### config.mk
export PLATFORM = sky130hd
export DESIGN_NAME = t08_mem_arbiter
export DESIGN_NICKNAME = d
export VERILOG_FILES = /design/src/rtl/t08_mem_arbiter.sv
export SDC_FILE = /design/constraint.sdc
export NUM_CORES = 1
export LEC_CHECK = 0
export CAP_MARGIN = 20
export CORE_UTILIZATION = 30
export CTS_CLUSTER_SIZE = 24
export DETAILED_ROUTE_END_ITERATION = 16
export PLACE_DENSITY = 0.59
export SLEW_MARGIN = 20
export SYNTH_ARGS = -nofsm -noshare
export SYNTH_HDL_FRONTEND = slang
export SYNTH_SLANG_ARGS = --single-unit
### constraint.sdc
create_clock -name clk -period 2.2 [get_ports clk]
set_input_delay 0.44 -clock clk [delete_from_list [all_inputs] [get_ports clk]]
set_output_delay 0.44 -clock clk [all_outputs]
set_load 0.03 [all_outputs]
### src/rtl/t08_mem_arbiter.sv
// Two-port memory arbiter: instruction fetch and data load/store share one
// downstream bus, with round-robin arbitration and a bus-ack timeout.
module t08_mem_arbiter #(
    parameter logic [7:0] TIMEOUT    = 8'd255,
    parameter logic       DATA_FIRST = 1'b1
) (
    input  logic        clk,
    input  logic        nrst,
    input  logic        if_req,
    input  logic [31:0] if_addr,
    output logic [31:0] if_rdata,
    output logic        if_ack,
    input  logic        d_read,
    input  logic        d_write,
    input  logic [31:0] d_addr,
    input  logic [31:0] d_wdata,
    input  logic [3:0]  d_sel,
    output logic [31:0] d_rdata,
    output logic        d_ack,
    output logic        err,
    output logic        bus_read,
    output logic        bus_write,
    output logic [31:0] bus_addr,
    output logic [31:0] bus_wdata,
    output logic [3:0]  bus_sel,
    input  logic [31:0] bus_rdata,
    input  logic        bus_ack,
    output logic        freeze
);

    localparam logic [1:0] S_IDLE   = 2'd0;
    localparam logic [1:0] S_ACCESS = 2'd1;
    localparam logic [1:0] S_DONE   = 2'd2;

    logic [1:0]  state_q, state_d;
    logic        last_data_q, last_data_d;
    logic        gnt_data_q, gnt_data_d;
    logic        bus_read_q, bus_read_d;
    logic        bus_write_q, bus_write_d;
    logic [31:0] bus_addr_q, bus_addr_d;
    logic [31:0] bus_wdata_q, bus_wdata_d;
    logic [3:0]  bus_sel_q, bus_sel_d;
    logic [7:0]  cnt_q, cnt_d;
    logic [31:0] if_rdata_q, if_rdata_d;
    logic [31:0] d_rdata_q, d_rdata_d;
    logic        if_ack_q, if_ack_d;
    logic        d_ack_q, d_ack_d;
    logic        err_q, err_d;

    logic        d_any;
    logic        pick_data;
    logic [7:0]  cnt_inc;
    logic [31:0] done_rdata;

    assign d_any   = d_read | d_write;
    assign cnt_inc = cnt_q + 8'd1;

    always_comb begin
        // NOTE: every _d gets a default before the case so no path leaves it
        // unassigned; that is what keeps this block from inferring latches.
        state_d     = state_q;
        last_data_d = last_data_q;
        gnt_data_d  = gnt_data_q;
        bus_read_d  = bus_read_q;
        bus_write_d = bus_write_q;
        bus_addr_d  = bus_addr_q;
        bus_wdata_d = bus_wdata_q;
        bus_sel_d   = bus_sel_q;
        cnt_d       = cnt_q;
        if_rdata_d  = if_rdata_q;
        d_rdata_d   = d_rdata_q;
        if_ack_d    = 1'b0;
        d_ack_d     = 1'b0;
        err_d       = 1'b0;
        pick_data   = 1'b0;
        done_rdata  = 32'h0;

        case (state_q)
            S_IDLE: begin
                if (if_req | d_any) begin
                    // On contention the port that was not granted last wins.
                    pick_data   = d_any & (~if_req | ~last_data_q);
                    gnt_data_d  = pick_data;
                    last_data_d = pick_data;
                    cnt_d       = 8'd0;
                    state_d     = S_ACCESS;
                    if (pick_data) begin
                        bus_write_d = d_write;
                        bus_read_d  = ~d_write;
                        bus_addr_d  = d_addr;
                        bus_wdata_d = d_wdata;
                        bus_sel_d   = d_write ? d_sel : 4'hF;
                    end else begin
                        bus_write_d = 1'b0;
                        bus_read_d  = 1'b1;
                        bus_addr_d  = if_addr;
                        bus_wdata_d = 32'h0;
                        bus_sel_d   = 4'hF;
                    end
                end
            end
            S_ACCESS: begin
                // A real ack in the timeout cycle still completes cleanly.
                if (bus_ack || (cnt_inc == TIMEOUT)) begin
                    done_rdata  = bus_ack ? bus_rdata : 32'h0;
                    err_d       = ~bus_ack;
                    bus_read_d  = 1'b0;
                    bus_write_d = 1'b0;
                    state_d     = S_DONE;
                    if (gnt_data_q) begin
                        d_rdata_d = done_rdata;
                        d_ack_d   = 1'b1;
                    end else begin
                        if_rdata_d = done_rdata;
                        if_ack_d   = 1'b1;
                    end
                end else begin
                    cnt_d = cnt_inc;
                end
            end
            S_DONE:  state_d = S_IDLE;
            default: state_d = S_IDLE;
        endcase
    end

    // NOTE: state registers use non-blocking assignments so every flop samples
    // the values from before this edge, independent of statement order.
    always_ff @(posedge clk or negedge nrst) begin
        if (!nrst) begin
            state_q     <= S_IDLE;
            last_data_q <= ~DATA_FIRST;
            gnt_data_q  <= 1'b0;
            bus_read_q  <= 1'b0;
            bus_write_q <= 1'b0;
            bus_addr_q  <= 32'h0;
            bus_wdata_q <= 32'h0;
            bus_sel_q   <= 4'h0;
            cnt_q       <= 8'd0;
            if_rdata_q  <= 32'h0;
            d_rdata_q   <= 32'h0;
            if_ack_q    <= 1'b0;
            d_ack_q     <= 1'b0;
            err_q       <= 1'b0;
        end else begin
            state_q     <= state_d;
            last_data_q <= last_data_d;
            gnt_data_q  <= gnt_data_d;
            bus_read_q  <= bus_read_d;
            bus_write_q <= bus_write_d;
            bus_addr_q  <= bus_addr_d;
            bus_wdata_q <= bus_wdata_d;
            bus_sel_q   <= bus_sel_d;
            cnt_q       <= cnt_d;
            if_rdata_q  <= if_rdata_d;
            d_rdata_q   <= d_rdata_d;
            if_ack_q    <= if_ack_d;
            d_ack_q     <= d_ack_d;
            err_q       <= err_d;
        end
    end

    assign bus_read  = bus_read_q;
    assign bus_write = bus_write_q;
    assign bus_addr  = bus_addr_q;
    assign bus_wdata = bus_wdata_q;
    assign bus_sel   = bus_sel_q;
    assign if_rdata  = if_rdata_q;
    assign d_rdata   = d_rdata_q;
    assign if_ack    = if_ack_q;
    assign d_ack     = d_ack_q;
    assign err       = err_q;
    assign freeze    = (if_req | d_any) & ~(if_ack_q | d_ack_q);

endmodule

==> results.yml <==
cells_and_area:
  final_cell_area_sq_um: 9680
  multi_input_comb_area_sq_um: 2030
  nNetsFinal: 868
  area_growth_syn_to_layout_pct: 63.0
  diodes: 0
  total_of_fill_cells_in_the_finished_design: 1730
  register_area_sq_um: 3700
  layoutNonFillerInstCount: 1006
  post_route_cells_drive_above_1_share_pct: 8.91
cts:
  tritoncts_clock_tree: "built"
  clkSlewWorstSetupHoldPaths_ns: 0.06
  clock_network_latency_to_the_later_pin_of_the_worst_skew_pair_ns: 0.42
  clock-root-buffer: "sky130_fd_sc_hd__clkbuf_16"
  clk_path_buf_depth: 2
  cts_num_sinks: 148
  htree_num_levels: 4
  cts_buffers: 17
sta:
  setup-tns-final_ns: 0
  total_of_endpoints_with_negative_setup_slack_in_the_final_report: 0
  maxSlewHeadroom_pct: 68.6
  finClkSkew_ns: 0.0109
  timing.final.hold_violations: 0
  period_needed_ns: 2.06
  rsz0062_at_grt: "no"
  final_min_period_over_clock_period_pct: 93.7
  tightestPinTransition_ns: 0.470
  fin_ws_ns: 0.139
  fmax_ghz: 0.485
  timing_max_transition_violations_final: 0
setup_path:
  r2r.worst_path.cells: 7
  timing.critical_path.slowest_cell_delay_ns: 0.42
  crit_path_start_kind: "flop"
  critPathRequiredTime_ns: 2.55
  crit-reg2reg-launch: "cnt_q[0]"
  r2r_slack_ns: 0.14
  worst_path_max_delay_cell: "sky130_fd_sc_hd__dfrtp_1"
  setup.worst_path.class: "flop to flop"
  crit_family: "compound AO/OA/AOI/OAI gates"
  cp_num_cells: 7
  startpoint: "cnt_q[0]"
  cell_chain_critical_path: "ha_1, and3_4, a31o_1, a31o_4, nand2_4, buf_12, a32o_1"
  worstPathArrival_ns: 2.41
  critical_path_peak_fanout: 21
  kind_of_end_point_of_the_critical_path: "flop"
  critical_path_buf_inv_count: 1
placement:
  gp_routability_congestion: 0.788
  placedInstanceArea_sq_um: 9060
  dp.cells: 973
  dpl_worst_slack_ns: 0.0401
  hpwl_mm: 13.3
  place.port_buffers: 275
synthesis:
  synth_largest_area_cell: "sky130_fd_sc_hd__dfrtp_1"
  synth.ff_latch_count: 148
  synth_cell_types: 43
  synth.top_cell.area_share_pct: 62.4
  yosys-top-cells-count: "sky130_fd_sc_hd__dfrtp_1, sky130_fd_sc_hd__a32o_1, sky130_fd_sc_hd__nand2_1, sky130_fd_sc_hd__o21ai_1, sky130_fd_sc_hd__mux2i_1"
  synthesis.area_per_instance_sq_um: 13.1
  synthesis.area_sq_um: 5940
  yosys-top-cells-area: "sky130_fd_sc_hd__dfrtp_1, sky130_fd_sc_hd__a32o_1, sky130_fd_sc_hd__mux2i_1"
  synth_edf_count: 0
  syn_nets: 593
  ys.warnings.count: 0
  synth_cells: 453
  yosys.cell_count.top_type: "sky130_fd_sc_hd__dfrtp_1"
  synth-async-reset-ratio_pct: 100
  ys.flop_type: "sky130_fd_sc_hd__dfrtp_1"
  synth.yosys.seq_area_share_pct: 62.4
die:
  chipHeight_microns: 143
  core.rowCount: 51
  die-width_microns: 143
  ios: 276
  dieArea_sq_um: 20400
  floorplan_core_area_sq_um: 19500
  initial_cell_density_of_the_core_pct: 30.5
grt:
  gr-usage-all-layers_pct: 18.4
  gr-total-overflow: 0
  grt_antenna_before_repair: 0
  vias_in_the_first_global_route: 5169
  grt_start_max_net_pins: 94
  first_pass_grt_wire_length_mm: 28.3
routing:
  drt-wirelength-per-cell_microns: 18.7
  detailedRoute.firstIterationViolations: 208
  detail_route.vias_per_cell: 4.89
  routed-via-count: 4916
  route.final.wire_length_mm: 18.8
  remaining_drc_errors: 0
  detail_route.first_pass.iterations: 4
  postRouteAntennaNets: 0
hold_path:
  whs_path_depth: 2
  worst_hold_path_type: "flop to flop"
  timing.hold.worst.start: "bus_addr[14]"
pwr:
  powerDensity_nw_per_um2: 1580
  report.power.total_mw: 15.3
  power.ir.vdd_worst_mv: 0.752
  leakage_power_nw: 4.12
flow_run:
  max-cap-violations: 0
run_status:
  status: "complete, no violations"
## what timing repair did
action                                  in CTS  in global routing
gates resized for setup                      0                  1
endpoints found under the hold margin       45                  0
endpoints found under the setup margin       0                 12
setup buffers                                0                  0
hold buffers                                 1                  0
## cell type report
type / instances / area share (%)
clock inverters: 14 / 1.81
inverters: 5 / 0.194
flip-flops and latches: 148 / 38.3
multi-input cells: 262 / 21.0
well taps: 265 / 3.42
repair buffers: 294 / 30.9
clock buffers: 18 / 4.43
## layout by cell type (no fill, tap or decap), types with 2 or more instances in the layout
master                            count
sky130_fd_sc_hd__a211oi_1             2
sky130_fd_sc_hd__a21o_1               2
sky130_fd_sc_hd__a21oi_1              3
sky130_fd_sc_hd__a22o_1              32
sky130_fd_sc_hd__a31o_1               2
sky130_fd_sc_hd__a32o_1              64
sky130_fd_sc_hd__and3_1               3
sky130_fd_sc_hd__buf_12               8
sky130_fd_sc_hd__buf_4               11
sky130_fd_sc_hd__bufinv_16            3
sky130_fd_sc_hd__clkbuf_16           17
sky130_fd_sc_hd__clkdlybuf4s50_1    272
sky130_fd_sc_hd__clkinv_2             2
sky130_fd_sc_hd__clkinv_4             2
sky130_fd_sc_hd__clkinvlp_4           3
sky130_fd_sc_hd__dfrtp_1            148
sky130_fd_sc_hd__ha_1                 2
sky130_fd_sc_hd__inv_1                2
sky130_fd_sc_hd__inv_2                3
sky130_fd_sc_hd__inv_6                4
sky130_fd_sc_hd__mux2i_1             34
sky130_fd_sc_hd__nand2_1             38
sky130_fd_sc_hd__nand3_1              2
sky130_fd_sc_hd__nor2_1               9
sky130_fd_sc_hd__nor3_1               5
sky130_fd_sc_hd__o21ai_1             35
sky130_fd_sc_hd__o22a_1               4
sky130_fd_sc_hd__or2_1                2
sky130_fd_sc_hd__xnor2_1              2
## report_power, final
group / switching, mW / internal, mW
registers: 0.699 / 3.91
clock network: 1.19 / 1.80
logic: 4.37 / 3.34
## layer usage
| layer | up-vias | GRT usage, % | wire length (microns) |
|---|---|---|---|
| li1 | 2283 | - | - |
| met1 | 2418 | 21.3 | 7660 |
| met2 | 205 | 31.3 | 9010 |
| met3 | 10 | 7.58 | 1980 |
| met4 | 0 | 4.98 | 120 |
| met5 | - | 0 | 0 |
## registers in the layout (all words and copies together), names as in the netlist, 2 cells and up
register	count
bus_addr	32
bus_sel	4
bus_wdata	32
cnt_q	8
d_rdata	32
if_rdata	32
state_q	2
## through the flow
stage / hold slack, ns / util, %
finish: 0.484 / 49.7
detailed placement: 0.411 / 46.5
floorplan: 0.144 / -
global route: 0.508 / 49.7
CTS: 0.489 / 49.7
global placement: 0.404 / 46.5
## cell families (layout without fill, tap and decap cells)
logic type,count (synthesis),after routing,share of synthesized area [%]
and+or+nand+nor,72,72,5.94
AOI/OAI and AO/OA,152,152,21.4
buffers and inverters,43,331,3.83
muxes,34,34,5.73
xor gates and xnor gates,2,2,0.295
DFF,148,148,62.4
adders and majority gates,2,2,0.421
## final timing paths
path | end
max in group asynchronous | d_rdata[31]
max reg2reg | if_rdata[5]
max | if_rdata[5]
min in group asynchronous | d_rdata[30]
min | bus_addr[14]
min reg2reg | bus_addr[14]
## worst reg2reg max path: stages, from the launching register on
cell and delay [ns]:
sky130_fd_sc_hd__dfrtp_1 0.42, sky130_fd_sc_hd__ha_1 0.27, sky130_fd_sc_hd__and3_4 0.21, sky130_fd_sc_hd__a31o_1 0.26, sky130_fd_sc_hd__a31o_4 0.31, sky130_fd_sc_hd__nand2_4 0.17, sky130_fd_sc_hd__buf_12 0.19, sky130_fd_sc_hd__a32o_1 0.15
Note: power is estimated with default switching activity, not from simulation.
